<file path="config.mk">
export PLATFORM = sky130hd
export DESIGN_NAME = pc_sequencer
export DESIGN_NICKNAME = d
export VERILOG_FILES = /design/src/rtl/pc_sequencer.sv
export SDC_FILE = /design/constraint.sdc
export NUM_CORES = 1
export LEC_CHECK = 0
export CAP_MARGIN = 10
export CELL_PAD_IN_SITES_DETAIL_PLACEMENT = 2
export CELL_PAD_IN_SITES_GLOBAL_PLACEMENT = 2
export CORE_UTILIZATION = 24
export CTS_CLUSTER_DIAMETER = 50
export CTS_CLUSTER_SIZE = 14
export DETAILED_ROUTE_END_ITERATION = 16
export PLACE_DENSITY = 0.83
export SYNTH_ARGS = -nofsm -noshare
export SYNTH_HDL_FRONTEND = slang
export SYNTH_SLANG_ARGS = --single-unit
export TNS_END_PERCENT = 10
</file>
<file path="constraint.sdc">
create_clock -name clk -period 4.62 [get_ports clk]
set_clock_uncertainty 0.1 [all_clocks]
set_input_delay 1.155 -clock clk [delete_from_list [all_inputs] [get_ports clk]]
set_output_delay 1.155 -clock clk [all_outputs]
set_load 0.02 [all_outputs]
</file>
<file path="src/rtl/pc_sequencer.sv">
// Fetch-stage PC sequencer: chooses advance / hold / redirect for the PC, drives the
// IF/ID write and flush controls, and keeps a redirect target across memory wait cycles.
module pc_sequencer #(
    parameter int WIDTH     = 32,
    parameter int CNT_WIDTH = 16
) (
    input  logic                 clk,
    input  logic                 rst,
    input  logic                 stall_req,
    input  logic                 branch_taken_ID,
    input  logic                 jump_ID,
    input  logic                 halt_ID,
    input  logic [WIDTH-1:0]     id_target,
    input  logic                 imem_ready,
    output logic                 PCSource,
    output logic [WIDTH-1:0]     target_pc,
    output logic                 PCWrite,
    output logic                 IFID_Write,
    output logic                 IFID_Flush,
    output logic [CNT_WIDTH-1:0] redirect_count,
    output logic [1:0]           ctrl_state
);

    typedef enum logic [1:0] {
        FETCH      = 2'd0,
        REDIR_WAIT = 2'd1,
        HALTED     = 2'd2
    } state_e;

    state_e               state_q, state_d;
    logic [WIDTH-1:0]     target_q, target_d;
    logic [CNT_WIDTH-1:0] count_q, count_d;
    logic                 redirect;

    assign redirect = branch_taken_ID | jump_ID;

    // Mealy control: outputs default to "bubble into IF/ID, hold PC", which is also the reset view.
    always_comb begin
        PCSource   = 1'b0;
        target_pc  = target_q;
        PCWrite    = 1'b0;
        IFID_Write = 1'b1;
        IFID_Flush = 1'b1;
        state_d    = state_q;
        target_d   = target_q;

        if (rst) begin
            target_pc = '0;
        end else begin
            unique case (state_q)
                FETCH: begin
                    if (halt_ID && !stall_req) begin
                        state_d = HALTED;
                    end else if (stall_req) begin
                        IFID_Write = 1'b0;
                        IFID_Flush = 1'b0;
                    end else if (redirect) begin
                        PCSource  = 1'b1;
                        target_pc = id_target;
                        PCWrite   = imem_ready;
                        if (!imem_ready) begin
                            target_d = id_target;
                            state_d  = REDIR_WAIT;
                        end
                    end else begin
                        PCWrite    = imem_ready;
                        IFID_Flush = !imem_ready;
                    end
                end
                // ID holds a bubble here, so its stall/redirect/halt requests are stale.
                REDIR_WAIT: begin
                    PCSource = 1'b1;
                    PCWrite  = imem_ready;
                    if (imem_ready) begin
                        state_d = FETCH;
                    end
                end
                HALTED: begin
                    IFID_Write = 1'b0;
                    IFID_Flush = 1'b0;
                end
                default: begin
                    IFID_Write = 1'b0;
                    IFID_Flush = 1'b0;
                    state_d    = FETCH;
                end
            endcase
        end
    end

    // A redirect is counted when the PC actually loads from the target side.
    always_comb begin
        count_d = count_q;
        if (PCWrite && PCSource && (count_q != {CNT_WIDTH{1'b1}})) begin
            count_d = count_q + CNT_WIDTH'(1);
        end
    end

    always_ff @(posedge clk) begin
        if (rst) begin
            state_q  <= FETCH;
            target_q <= '0;
            count_q  <= '0;
        end else begin
            state_q  <= state_d;
            target_q <= target_d;
            count_q  <= count_d;
        end
    end

    assign redirect_count = count_q;
    assign ctrl_state     = rst ? 2'd0 : state_q;

endmodule

</file>
* Word-level counts from Yosys, hierarchy flattened
Index checks and enable logic that the tools add are counted.
** Word-level totals
- Flip-flop bits (word level) :: 50
- Input bits :: 39
- Output and inout bits :: 54
- Word-level logic and storage cells :: 54
** Cells by class
- Reduce and logical (&&, ||, !) cells :: 8
- Multiplexer cells :: 30
- Eq/ne operators :: 7
- $add $sub $neg :: 1
- Bitwise logic cells :: 5
** Operator list (count)
- two-way mux 32 bit :: 5
- adder 16 x 1 -> 16 bit, second input constant :: 1
- inequality test 16 bit, second input constant :: 1
- two-way mux 1 bit :: 14
- two-way mux 2 bit :: 6
- AND reduction 5 bit :: 2
- inequality test 3 bit, second input constant :: 3
- one-hot mux 1 bit (2 select lines) :: 4
- one-hot mux 2 bit (3 select lines) :: 1
- inverter 1 bit :: 4
- logical AND 1 bit :: 3
- equality test 2 x 1 -> 1 bit, second input constant :: 1
- equality test 2 bit, second input constant :: 1
- logical NOT 1 bit :: 2
- logical NOT 2 bit :: 1
- inequality test 2 bit, second input constant :: 1
- OR 1 bit :: 1

* Longest topological paths before layout
- Word-level depth :: 8
- Gate-level depth with buffers :: 8
- Depth with buffers taken out :: 6

* Worst setup path after synthesis
OpenSTA, ideal clock, no wires.
- Kind :: in2out
- From :: input port stall_req
- To :: output port target_pc[10]
- Required time :: 3.365 ns
- Arrival :: 2.380 ns
- Buffers on the path :: 2
- Slack :: 0.985 ns
- Stages :: 6
- Cells stage by stage :: nor2_1 > and3_1 > clkbuf_1 > clkbuf_1 > nand2_1 > a21oi_1
** On the way
- Word-level cells in the longest chain between the ends :: 5
- Elaborated cells between the ends (all ways) :: 6
- Classes of those cells :: 4 x mux; 2 x reduce/logical
** Ends and longest elaborated chain
- start: declaration :: line 9 : input logic stall_req,
- logical NOT 1 bit :: line 52 : if (halt_ID && !stall_req) begin
- logical AND 1 bit :: line 52
- two-way mux 32 bit * :: line 52
- two-way mux 32 bit * :: line 50 : unique case (state_q)
- two-way mux 32 bit * :: line 47 : if (rst) begin
- end: declaration :: line 16 : output logic [WIDTH-1:0] target_pc,
Every way passes the cells marked *; elsewhere a longest branch is shown, timed or not.

* Worst setup path after layout
- From :: input port stall_req
- To :: output port target_pc[30]
Same word-level chain as after synthesis.

==> reports/qor.txt <==
status -> finished, final reports clean
first-pass GRT wire length -> 14900 um
fin crit period -> 4.44 ns
Die Span Y -> 104 um
Resized Gates After CTS -> 0
CTS sink count -> 50
CP Launch Type -> input port
clock buffer depth -> 2
crit-path max FO -> 10
Final Setup Violations -> 0
H-tree levels -> 2
CTS tree -> yes
# nets final -> 489
Routed WL per cell -> 15.6 um
Rel. slew slack -> 50.4%
Inserted Diodes -> 0
Avg Inst Size Synth -> 6.80 um2
Pwr Density -> 237 mW/mm2
Vias/cell -> 4.86
GRT Util Overall -> 17.1%
Worst-Skew Late Latency -> 0.32 ns
vias -> 2834
WP data required -> 3.37 ns
vias in the first global route -> 2944
most frequent cells in the layout -> nand2_1, clkdlybuf4s50_1, a21oi_1, dfxtp_1, nor2_1
row count -> 36
routing usage on met3 -> 3.46%
slew of the pin with the lowest slew margin -> 0.744 ns
Area Overhead vs Synth -> 47.9%
Synth Register Bits -> 50
most used routing layer -> met2
total of max-cap violations -> 0
top_reg_cell synth -> dfxtp_1
Initial Utilization -> 25.1%
io pins -> 93
Port Buffers -> 92
Slew Limit Fails -> 0
post-synthesis sequential area ratio -> 40.5%
die area -> 0.0107 mm2
Die Wd -> 104 um
router iterations before antenna repair -> 4
fin crit share -> 96.1%
Final Wtd Congestion -> 0.734
Tightest Hold Check Type -> register to register
Fin Setup TNS -> 0 ns
met2 Resource Use GR -> 31.3%
crit end category -> output port
Fin. Hold Viols -> 0
Hold Buf Count CTS -> 0
most common cell after layout, fill and taps aside -> nand2_1
FF-to-FF setup slack -> 2.22 ns
largest net degree at the start of global routing -> 61
Setup Fix Bufs, Post-CTS -> 0
Async SR Flop Fraction -> 0%
ratio of cells with drive above 1 in the final layout -> 5.56%
Finished Core Util -> 37.1%
Core ar. -> 0.00986 mm2
Post-route DRC -> 0
Routed Antenna Nets -> 0
FILL cells -> 1178
hold_ws -> 0.362 ns
peak supply drop -> 0.0000986 V
RSZ-0062 raised after global routing -> false
DP HPWL -> 6580 um
Ys Warns -> 0
total gr overflow -> 0
GRT met1 Usage -> 19.8%
total CTS buffers -> 5
Mapped Area -> 0.00247 mm2
Max Fclk -> 225 MHz
antenna violations before repair -> 0
critical path class -> input port to output port
Root Buffer -> clkbuf_8
Worst EP arrival -> 3.19 ns
Cells after Synth -> 364
Static Leakage -> 1.16 nW
final WL -> 9120 um
clock-pin slew on the worst setup and hold paths -> 0.09 ns
post-synthesis cell type count -> 34
initial drt markers -> 65
Synth Net Count -> 404
Post-synth EDFFs -> 0
## power breakdown
| group | internal [mW] | switching (mW) | leakage, nW |
|---|---|---|---|
| Combinational | 0.0730 | 0.0824 | 0.706 |
| Sequential | 0.439 | 0.00604 | 0.404 |
| Clock | 0.107 | 0.159 | 0.0452 |
## Yosys cell counts, types with 2 or more instances
| library cell | count | area [um2] |
|---|---|---|
| mux2_2 | 2 | 22.5 |
| dfxtp_1 | 50 | 1000 |
| o31ai_1 | 5 | 37.5 |
| or4_2 | 2 | 17.5 |
| buf_2 | 2 | 10.0 |
| clkbuf_1 | 21 | 78.8 |
| a21oi_1 | 73 | 365 |
| nand2_1 | 134 | 503 |
| nor2_1 | 15 | 56.3 |
| nand3_1 | 10 | 50.1 |
| nor2b_1 | 2 | 12.5 |
| inv_1 | 9 | 33.8 |
| or4_1 | 3 | 22.5 |
| o21ai_0 | 6 | 30.0 |
| o41ai_1 | 2 | 17.5 |
| and3_1 | 2 | 12.5 |
| nor4_1 | 5 | 31.3 |
| or3_1 | 5 | 31.3 |
## layer usage
| metal | part of all wire, % | wire length (um) | up-vias |
|---|---|---|---|
| li1 | - | - | 1390 |
| met1 | 43 | 3910 | 1388 |
| met2 | 52 | 4770 | 45 |
| met3 | 3.1 | 284 | 11 |
| met4 | 1.7 | 156 | 0 |
| met5 | 0 | 0 | - |
## stage by stage
stage / instance area (um2) / setup WS [ns] / power, mW / instances
after floorplan: 2470 / 0.985 / 0.523 / 364
after global placement: 3570 / 0.201 / 0.608 / 575
after detailed placement: 3570 / 0.161 / 0.613 / 575
after CTS: 3660 / 0.130 / 0.882 / 583
after global routing: 3660 / 0.0475 / 0.907 / 583
final: 3660 / 0.179 / 0.867 / 583
## sequential cells by signal (all words and copies together) (netlist names)
signal          flops
redirect_count     16
state_q             2
target_q           32
## critical path: stages
cell,delay [ns]
clkdlybuf4s50_1,0.45
nor2_1,0.17
and3_1,0.30
buf_4,0.22
nand2_1,0.07
a21oi_1,0.17
clkdlybuf4s50_1,0.64
## path summary, 6_finish.rpt
path                           from  cells after the start                 end
setup / recovery          stall_req                      7       target_pc[30]
hold / removal         target_q[22]                      2        target_q[22]
setup reg to reg  redirect_count[0]                      6  redirect_count[10]
hold reg to reg        target_q[22]                      2        target_q[22]
## logic make-up after synthesis
logic type                 count (synthesis)  synth area share [%]
AOI/OAI and AO/OA                         92                  20.3
xor gates and xnor gates                   2                 0.708
adders and majority gates                  1                 0.506
buffers and inverters                     33                  5.41
DFF                                       50                  40.5
muxes                                      3                  1.32
and+or+nand+nor                          183                  31.3
## final cells by class
cell class | instances | area (um2) | area share [%]
Clock buffer | 6 | 72.6 | 1.98
Inverter | 9 | 33.8 | 0.924
Timing Repair Buffer | 102 | 1030 | 28.1
Tap cell | 133 | 166 | 4.55
Multi-Input combinational cell | 281 | 1340 | 36.7
Clock inverter | 2 | 13.8 | 0.376
Sequential cell | 50 | 1000 | 27.4
Note: power is estimated with default switching activity, not from simulation.
